$ cat config.mk
export PLATFORM = sky130hd
export DESIGN_NAME = pdm_sample_sched
export DESIGN_NICKNAME = d
export VERILOG_FILES = /design/src/rtl/pdm_sample_sched.sv
export SDC_FILE = /design/constraint.sdc
export NUM_CORES = 1
export LEC_CHECK = 0
export ABC_AREA = 1
export CORE_MARGIN = 2
export CORE_UTILIZATION = 50
export CTS_BUF_LIST = sky130_fd_sc_hd__clkbuf_16
export DETAILED_ROUTE_END_ITERATION = 10
export DONT_BUFFER_PORTS = 1
export GPL_TIMING_DRIVEN = 1
export PLACE_DENSITY_LB_ADDON = 0.3
export SLEW_MARGIN = 20
export SYNTH_ARGS = -nofsm -noshare
export SYNTH_HDL_FRONTEND = slang
export SYNTH_SLANG_ARGS = --single-unit
$ cat constraint.sdc
create_clock -name clk_in -period 2.68 [get_ports clk_in]
set_input_delay 0.536 -clock clk_in [delete_from_list [all_inputs] [get_ports clk_in]]
set_output_delay 0.536 -clock clk_in [all_outputs]
set_load 0.1 [all_outputs]
$ cat src/rtl/pdm_sample_sched.sv
// +--------------------------------------------------------------------------+
// | pdm_sample_sched: sample FIFO, tick scheduler and soft-start ramp for    |
// | the PDM modulator. Optional macro PDM_SCHED_HOLD_EN holds on underrun.   |
// | Rev 1.0                                                                  |
// +--------------------------------------------------------------------------+
`default_nettype none

module pdm_sample_sched #(
  parameter int WIDTH     = 16,
  parameter int DEPTH     = 8,
  parameter int TICK_DIV  = 2048,
  parameter int RAMP_STEP = 64
) (
  input  logic                     clk_in,
  input  logic                     rst_in,
  input  logic [WIDTH-1:0]         sample_in,
  input  logic                     sample_valid_in,
  output logic                     sample_ready_out,
  input  logic                     enable_in,
  input  logic                     mute_in,
  output logic [WIDTH-1:0]         level_out,
  output logic                     tick_out,
  output logic                     underrun_out,
  output logic [$clog2(DEPTH):0]   fill_out,
  output logic [1:0]               state_out
);

  localparam int AW = $clog2(DEPTH);
  localparam int CW = $clog2(TICK_DIV);
  localparam logic [CW-1:0]    TICK_LAST = CW'(TICK_DIV - 1);
  localparam logic [WIDTH-1:0] MID       = {1'b1, {(WIDTH-1){1'b0}}};
  localparam logic [WIDTH:0]   STEP      = (WIDTH+1)'(RAMP_STEP);
  localparam logic [AW:0]      FULL_CNT  = (AW+1)'(DEPTH);
`ifdef PDM_SCHED_HOLD_EN
  localparam bit HOLD = 1'b1;
`else
  localparam bit HOLD = 1'b0;
`endif

  typedef enum logic [1:0] {
    S_IDLE      = 2'd0,
    S_RAMP_UP   = 2'd1,
    S_RUN       = 2'd2,
    S_RAMP_DOWN = 2'd3
  } state_t;

  state_t           state_q;
  logic [WIDTH-1:0] level_q;
  logic [CW-1:0]    cnt_q;
  logic [AW-1:0]    wr_q;
  logic [AW-1:0]    rd_q;
  logic [AW:0]      count_q;
  logic [WIDTH-1:0] mem_q [DEPTH];

  logic             tick;
  logic             empty;
  logic             full;
  logic             push;
  logic             pop;
  logic             flush;
  logic [WIDTH-1:0] head;
  logic [WIDTH-1:0] conv;
  logic [WIDTH:0]   up_sum;
  logic [WIDTH-1:0] up_lvl_d;
  logic [WIDTH-1:0] dn_lvl_d;
  logic [WIDTH-1:0] run_lvl_d;

  assign tick  = (cnt_q == TICK_LAST);
  assign empty = (count_q == '0);
  assign full  = (count_q == FULL_CNT);
  assign sample_ready_out = !full && (state_q == S_RAMP_UP || state_q == S_RUN);
  assign push  = sample_valid_in && sample_ready_out;
  assign pop   = tick && (state_q == S_RUN) && !empty;

  assign head  = mem_q[rd_q];
  assign conv  = {~head[WIDTH-1], head[WIDTH-2:0]};

  // Ramp arithmetic is one bit wider so the clamp sees any carry.
  assign up_sum    = {1'b0, level_q} + STEP;
  assign up_lvl_d  = (up_sum >= {1'b0, MID}) ? MID : up_sum[WIDTH-1:0];
  assign dn_lvl_d  = ({1'b0, level_q} > STEP) ? (level_q - STEP[WIDTH-1:0]) : '0;
  assign run_lvl_d = !empty ? (mute_in ? MID : conv) : (HOLD ? level_q : MID);

  assign flush = tick && (state_q == S_RAMP_DOWN) && (dn_lvl_d == '0);

  assign level_out    = level_q;
  assign tick_out     = tick;
  assign underrun_out = tick && (state_q == S_RUN) && empty;
  assign fill_out     = count_q;
  assign state_out    = state_q;

  always_ff @(posedge clk_in) begin
    if (push) begin
      mem_q[wr_q] <= sample_in;
    end
  end

  always_ff @(posedge clk_in) begin
    if (rst_in) begin
      state_q <= S_IDLE;
      level_q <= '0;
      cnt_q   <= '0;
      wr_q    <= '0;
      rd_q    <= '0;
      count_q <= '0;
    end else begin
      cnt_q <= tick ? '0 : cnt_q + 1'b1;

      if (flush) begin
        wr_q    <= '0;
        rd_q    <= '0;
        count_q <= '0;
      end else begin
        if (push) wr_q <= wr_q + 1'b1;
        if (pop)  rd_q <= rd_q + 1'b1;
        if (push && !pop)      count_q <= count_q + 1'b1;
        else if (!push && pop) count_q <= count_q - 1'b1;
      end

      case (state_q)
        S_IDLE: begin
          level_q <= '0;
          if (enable_in) state_q <= S_RAMP_UP;
        end
        S_RAMP_UP: begin
          if (tick) level_q <= up_lvl_d;
          if (!enable_in)                   state_q <= S_RAMP_DOWN;
          else if (tick && up_lvl_d == MID) state_q <= S_RUN;
        end
        S_RUN: begin
          if (tick)       level_q <= run_lvl_d;
          if (!enable_in) state_q <= S_RAMP_DOWN;
        end
        S_RAMP_DOWN: begin
          if (tick) begin
            level_q <= dn_lvl_d;
            if (dn_lvl_d == '0) state_q <= S_IDLE;
          end
        end
        default: state_q <= S_IDLE;
      endcase
    end
  end

endmodule

`default_nettype wire
## Word level (Yosys, flattened, before mapping)

Memory sizes are Yosys's and may differ from the RTL's. A register that Yosys moved wholly into a read port is not among the register bits.
Cells that the tools add are included.

- Memory bits (writable): 128
- Register bits after elaboration: 39
- Output and inout bits: 25
- Logic and storage cells: 74
- Memories: 1
- Bits of input ports: 21

- Equal/unequal tests: 13
- Add/sub/neg operators: 7
- $lt $le $gt $ge: 2
- Reduce and logical (&&, ||, !) cells: 23
- Bitwise operators: 1
- Mux-type cells: 21

Memory list:

| memory | words | bits a word | rd ports | clocked after memory_dff | write ports | RTL line | text |
|---|---|---|---|---|---|---|---|
| mem_q | 8 | 16 | 1 | 1 | 1 | 53 | `logic [WIDTH-1:0] mem_q [DEPTH];` |

Operator list:

| kind | number |
|---|---|
| 16-bit 2-to-1 mux | 7 |
| 16-bit case mux with 4 select lines | 1 |
| 16-bit by 7-bit adder with 17-bit output, second input constant | 1 |
| 17-bit by 16-bit greater-or-equal comparator with 1-bit output, second input constant | 1 |
| 16-bit == test, second input constant | 1 |
| 16-bit by 7-bit greater-than comparator with 1-bit output, second input constant | 1 |
| 16-bit logical NOT | 1 |
| 16-bit by 7-bit subtractor with 16-bit output, second input constant | 1 |
| 2-bit 2-to-1 mux | 6 |
| 11-bit by 1-bit adder with 11-bit output, second input constant | 1 |
| 11-bit == test, second input constant | 1 |
| 1-bit logical AND | 10 |
| 2-bit != test, second input constant | 5 |
| 4-bit 2-to-1 mux | 2 |
| 2-bit case mux with 4 select lines | 1 |
| 3-bit by 1-bit adder with 3-bit output, second input constant | 2 |
| 3-bit 2-to-1 mux | 2 |
| 5-bit AND reduction | 1 |
| 4-bit by 1-bit adder with 4-bit output, second input constant | 1 |
| 2-bit == test, second input constant | 2 |
| 4-bit == test, second input constant | 1 |
| 1-bit logical NOT | 4 |
| 4-bit logical NOT | 1 |
| 2-bit OR reduction | 2 |
| other kinds (10) | 11 |

## Depth between registers and ports, before layout

- Depth in word-level cells: 8
- Gate-level depth with buffers: 19
- Mapped depth without buffers: 19

## Least setup slack after synthesis

OpenSTA, ideal clock, no wires.

- Path kind: register -> register
- Start point: register state_q[0], in the netlist state_out[0]
- End point: register count_q[3], in the netlist fill_out[3]
- Period minus slack after synthesis: 4.973 ns
- Path buffers: 0
- Slack: -2.293 ns
- Stages on the path, launching flop included: 17
- Required time: 2.562 ns
- Setup time: 0.118 ns
- Data arrival time: 4.854 ns
- Cells stage by stage: dfxtp_1 inv_1 ha_1 inv_1 a21oi_1 nand2_1 inv_1 ha_1 inv_1 ha_1 nand2_1 nor2_1 a211oi_1 nor2_1 nor2_1 xnor2_1 nor2_1

- Word-level cells in the longest chain between the ends: 7
- Elaborated cells on any way between the ends: 17
- Those cells by class: eq/ne: 3; mux: 1; reduce/logical: 13

Ends and longest elaborated chain:

| item | RTL line | text |
|---|---|---|
| from (decl) | 47 | `state_t state_q;` |
| from (signal assigned) | 100 | `state_q <= S_IDLE;` |
| from (signal assigned) | 123 | `if (enable_in) state_q <= S_RAMP_UP;` |
| from (signal assigned) | 127 | `if (!enable_in) state_q <= S_RAMP_DOWN;` |
| 2-bit by 1-bit == test with 1-bit output / 2-bit == test (equally long branches) | 71 | `assign sample_ready_out = !full && (state_q == S_RAMP_UP \|\| state_q == S_RUN);` |
| 1-bit logical OR (*) | 71 |  |
| 1-bit logical AND (*) | 71 |  |
| net sample_ready_out | 18 | `output logic sample_ready_out,` |
| 1-bit logical AND (*) | 72 | `assign push = sample_valid_in && sample_ready_out;` |
| net push | 58 | `logic push;` |
| 1-bit logical NOT | 117 | `else if (!push && pop) count_q <= count_q - 1'b1;` |
| 1-bit logical AND | 117 |  |
| 2-bit nonzero test (no line) | n/a |  |
| to (signal assigned) | 116 | `if (push && !pop) count_q <= count_q + 1'b1;` |
| to (signal assigned) | 117 |  |
| to (decl) | 52 | `logic [AW:0] count_q;` |

Mark *: on every way through the listed nets, which the timed path passes. The rest lies on a longest branch.
A chain may end at the register's enable or synchronous reset.

## Worst setup path in the final report

- Start point: register cnt_q[0]
- End point: output port underrun_out

- Word-level cells in the longest chain between the ends: 3

Ends and longest elaborated chain:

| item | RTL line | text |
|---|---|---|
| from (decl) | 49 | `logic [CW-1:0] cnt_q;` |
| from (signal assigned) | 107 | `cnt_q <= tick ? '0 : cnt_q + 1'b1;` |
| 11-bit == test | 68 | `assign tick = (cnt_q == TICK_LAST);` |
| 1-bit logical AND (2 in a row) | 88 | `assign underrun_out = tick && (state_q == S_RUN) && empty;` |
| to (decl) | 23 | `output logic underrun_out,` |

Every way passes these cells.

==> results.yml <==
run_status:
  status: "complete, no violations"
sta:
  holdWs_ps: 165
  finClkSkew_ps: 9.72
  min_period_over_period_pct: 95.4
  setup_viol: 0
  slew_violations: 0
  max_freq_mhz: 391
  maxSlewHeadroom_pct: 58.0
  fin_crit_ps: 2560
  worstMarginPinSlew_ps: 631
  finalHoldViolCount: 0
critical_path:
  crit_type: "flop to primary output"
  worstReg2RegStart: "cnt_q[0]$_SDFF_PP0_"
  critPathMaxFanout: 3
  critPathLaunchType: "flop"
  critPathLaunch: "cnt_q[0]$_SDFF_PP0_"
  arrival_ps: 2020
  crit_path_end_kind: "primary output"
  cp_data_required_time_ps: 2140
yosys:
  synth_nets: 810
  syn_area_mm2: 0.00769
  avgSynthCellArea_um2: 9.94
  ys_seq_area_share_pct: 60.9
  synth-edff-count: 128
  syn-instance-count: 774
  ys_ff_latch: 170
  synthArstFlopShare_pct: 0
  yosysUniqueCellTypes: 40
  ys_warn_count: 0
  synth-main-ff-cell: "edfxtp_1"
power_and_ir_drop:
  leakage_nw: 3.22
  irDropWorstVdd_mv: 0.506
  power_density_mw_per_mm2: 870
  design_power_total_mw: 7.66
clock_network:
  cts_sinks: 170
  clk_pin_slew_ps: 70
  cts_buffers: 17
  clock_path_buffers: 2
  htree_levels: 4
  cts-root-buf: "clkbuf_16"
  cts_tree: "yes"
  clk_latency_ps: 430
  hold_buffers: 0
die:
  die_height_um: 128
  rows: 45
  dieArea_mm2: 0.0164
  initial_core_util_pct: 51.0
  coreArea_mm2: 0.0151
  die_width_um: 128
  io_pins: 46
cells_and_area:
  n_antenna_cell: 0
  drive_gt1_share_pct: 15.1
  area_growth_pct: 14.6
  nNetsFinal: 840
  layout_commonest_cell: "nor2_1"
  fillers: 1243
  mostFrequentLayoutCells: "nor2_1 (139), edfxtp_1 (128), nand2_1 (111)"
drt:
  avgViaCountPerCell: 5.69
  ant_nets: 0
  wl_per_cell_um: 17.7
  vias: 5716
  drt_wl_total_um: 17700
  firstDrtPassIters: 5
  route.detailed.drc: 0
  first_iter_violations: 531
min_path:
  hp-class: "input pin to flop"
  min_from: "rst_in"
run:
  drv_cap: 0
global_routing:
  antenna_found_initial: 0
  grt_max_degree: 65
  grt_use_total_pct: 22.8
  grt.overflow.total: 0
  grt_pass1_vias: 5550
  grt_pass1_wl_um: 28500
placed_design:
  gp_congestion: 0.898
  numPortBuffers: 0
  hpwl_um: 11200
==> per-layer routing <==
layer / vias to the layer above / routed length [um] / global-route usage (%)
met5: - / 0 / 0
met4: 0 / 370 / 8.73
met3: 37 / 1140 / 4.09
met2: 203 / 8820 / 39.0
met1: 2734 / 7410 / 29.1
li1: 2742 / - / -
==> report_power, final <==
part	switching (mW)	total [mW]	internal [mW]	leakage, nW
Sequential	0.0975	3.13	3.03	1.50
Combinational	1.58	2.19	0.606	1.44
Clock	1.05	2.35	1.30	0.279
Total	2.73	7.66	4.94	3.22
==> synth_stat cells, drive strengths merged, types with 5 or more instances <==
| cell type | instances | area [um^2] |
|---|---|---|
| clkbuf | 21 | 78.8 |
| nor3 | 14 | 70.1 |
| buf | 14 | 101 |
| o21ai | 86 | 434 |
| a21oi | 29 | 149 |
| inv | 45 | 169 |
| nor2 | 149 | 589 |
| o221ai | 13 | 114 |
| xor2 | 12 | 105 |
| o211ai | 6 | 45.0 |
| dfxtp | 42 | 841 |
| ha | 14 | 175 |
| o22ai | 10 | 62.6 |
| xnor2 | 6 | 52.6 |
| a31oi | 5 | 31.3 |
| nand3 | 52 | 270 |
| nand2 | 113 | 427 |
| edfxtp | 128 | 3840 |
==> final timing paths <==
check	endpoint	slack [ps]	cells after the start
worst max-delay path	underrun_out	120	9
worst min register to register	cnt_q[0]$_SDFF_PP0_	420	1
worst max register to register	fill_out[3]$_SDFFE_PP0P_	160	19
worst min-delay path	level_out[9]$_SDFFE_PP0P_	170	1
==> logic make-up (layout without fill, tap and decap cells) <==
kind of cell | Yosys count | in the layout | synth area share (%)
AOI/OAI and AO/OA | 152 | 152 | 11.2
xor gates and xnor gates | 18 | 18 | 2.05
adders and majority gates | 15 | 15 | 2.54
buffers and inverters | 82 | 125 | 4.72
DFF | 170 | 170 | 60.9
and+or+nand+nor | 337 | 337 | 18.6
==> per-stage QoR <==
| step | utilization (%) | cells | setup WS (ps) | cell area (um^2) | TNS [ps] |
|---|---|---|---|---|---|
| after floorplan | - | 774 | -244 | 7820 | -16530 |
| after global placement | 54.4 | 969 | 194 | 8200 | 0 |
| after detailed placement | 54.4 | 969 | 46.6 | 8200 | 0 |
| after CTS | 58.2 | 1003 | 8.52 | 8780 | 0 |
| after global routing | 58.4 | 1005 | -16.1 | 8810 | -20.1 |
| final | 58.4 | 1005 | 123 | 8810 | 0 |
==> state kept, by name, indices dropped and copies added (netlist names), named ones only <==
name and flops:
level_out 16, wr_q 3, state_out 2, fill_out 4
cnt_q 11, mem_q 128, rd_q 3
==> worst max-delay path, cell delays in order (launching register included) <==
cell      delay, ps
dfxtp_2         340
ha_1            160
nand2_1         100
nor2_4          140
nand3_4          90
clkinv_2         80
nand4_4          90
buf_4           180
nor3_4          100
buf_4           310
==> final cells by class <==
class	instances	area (um^2)	area share, %
Clock inverter	15	140	1.59
Timing Repair Buffer	46	358	4.06
Clock buffer	17	425	4.83
Tap cell	188	235	2.67
Inverter	47	194	2.20
Multi-Input combinational cell	522	2760	31.3
Sequential cell	170	4700	53.4
==> repair_timing <==
action	in CTS	in global routing
setup buffers	2	2
resized for setup	0	3
endpoints found under the hold margin	0	0
setup endpoints to repair	1	2
pin swaps	1	2
(Power assumes the default switching activity.)
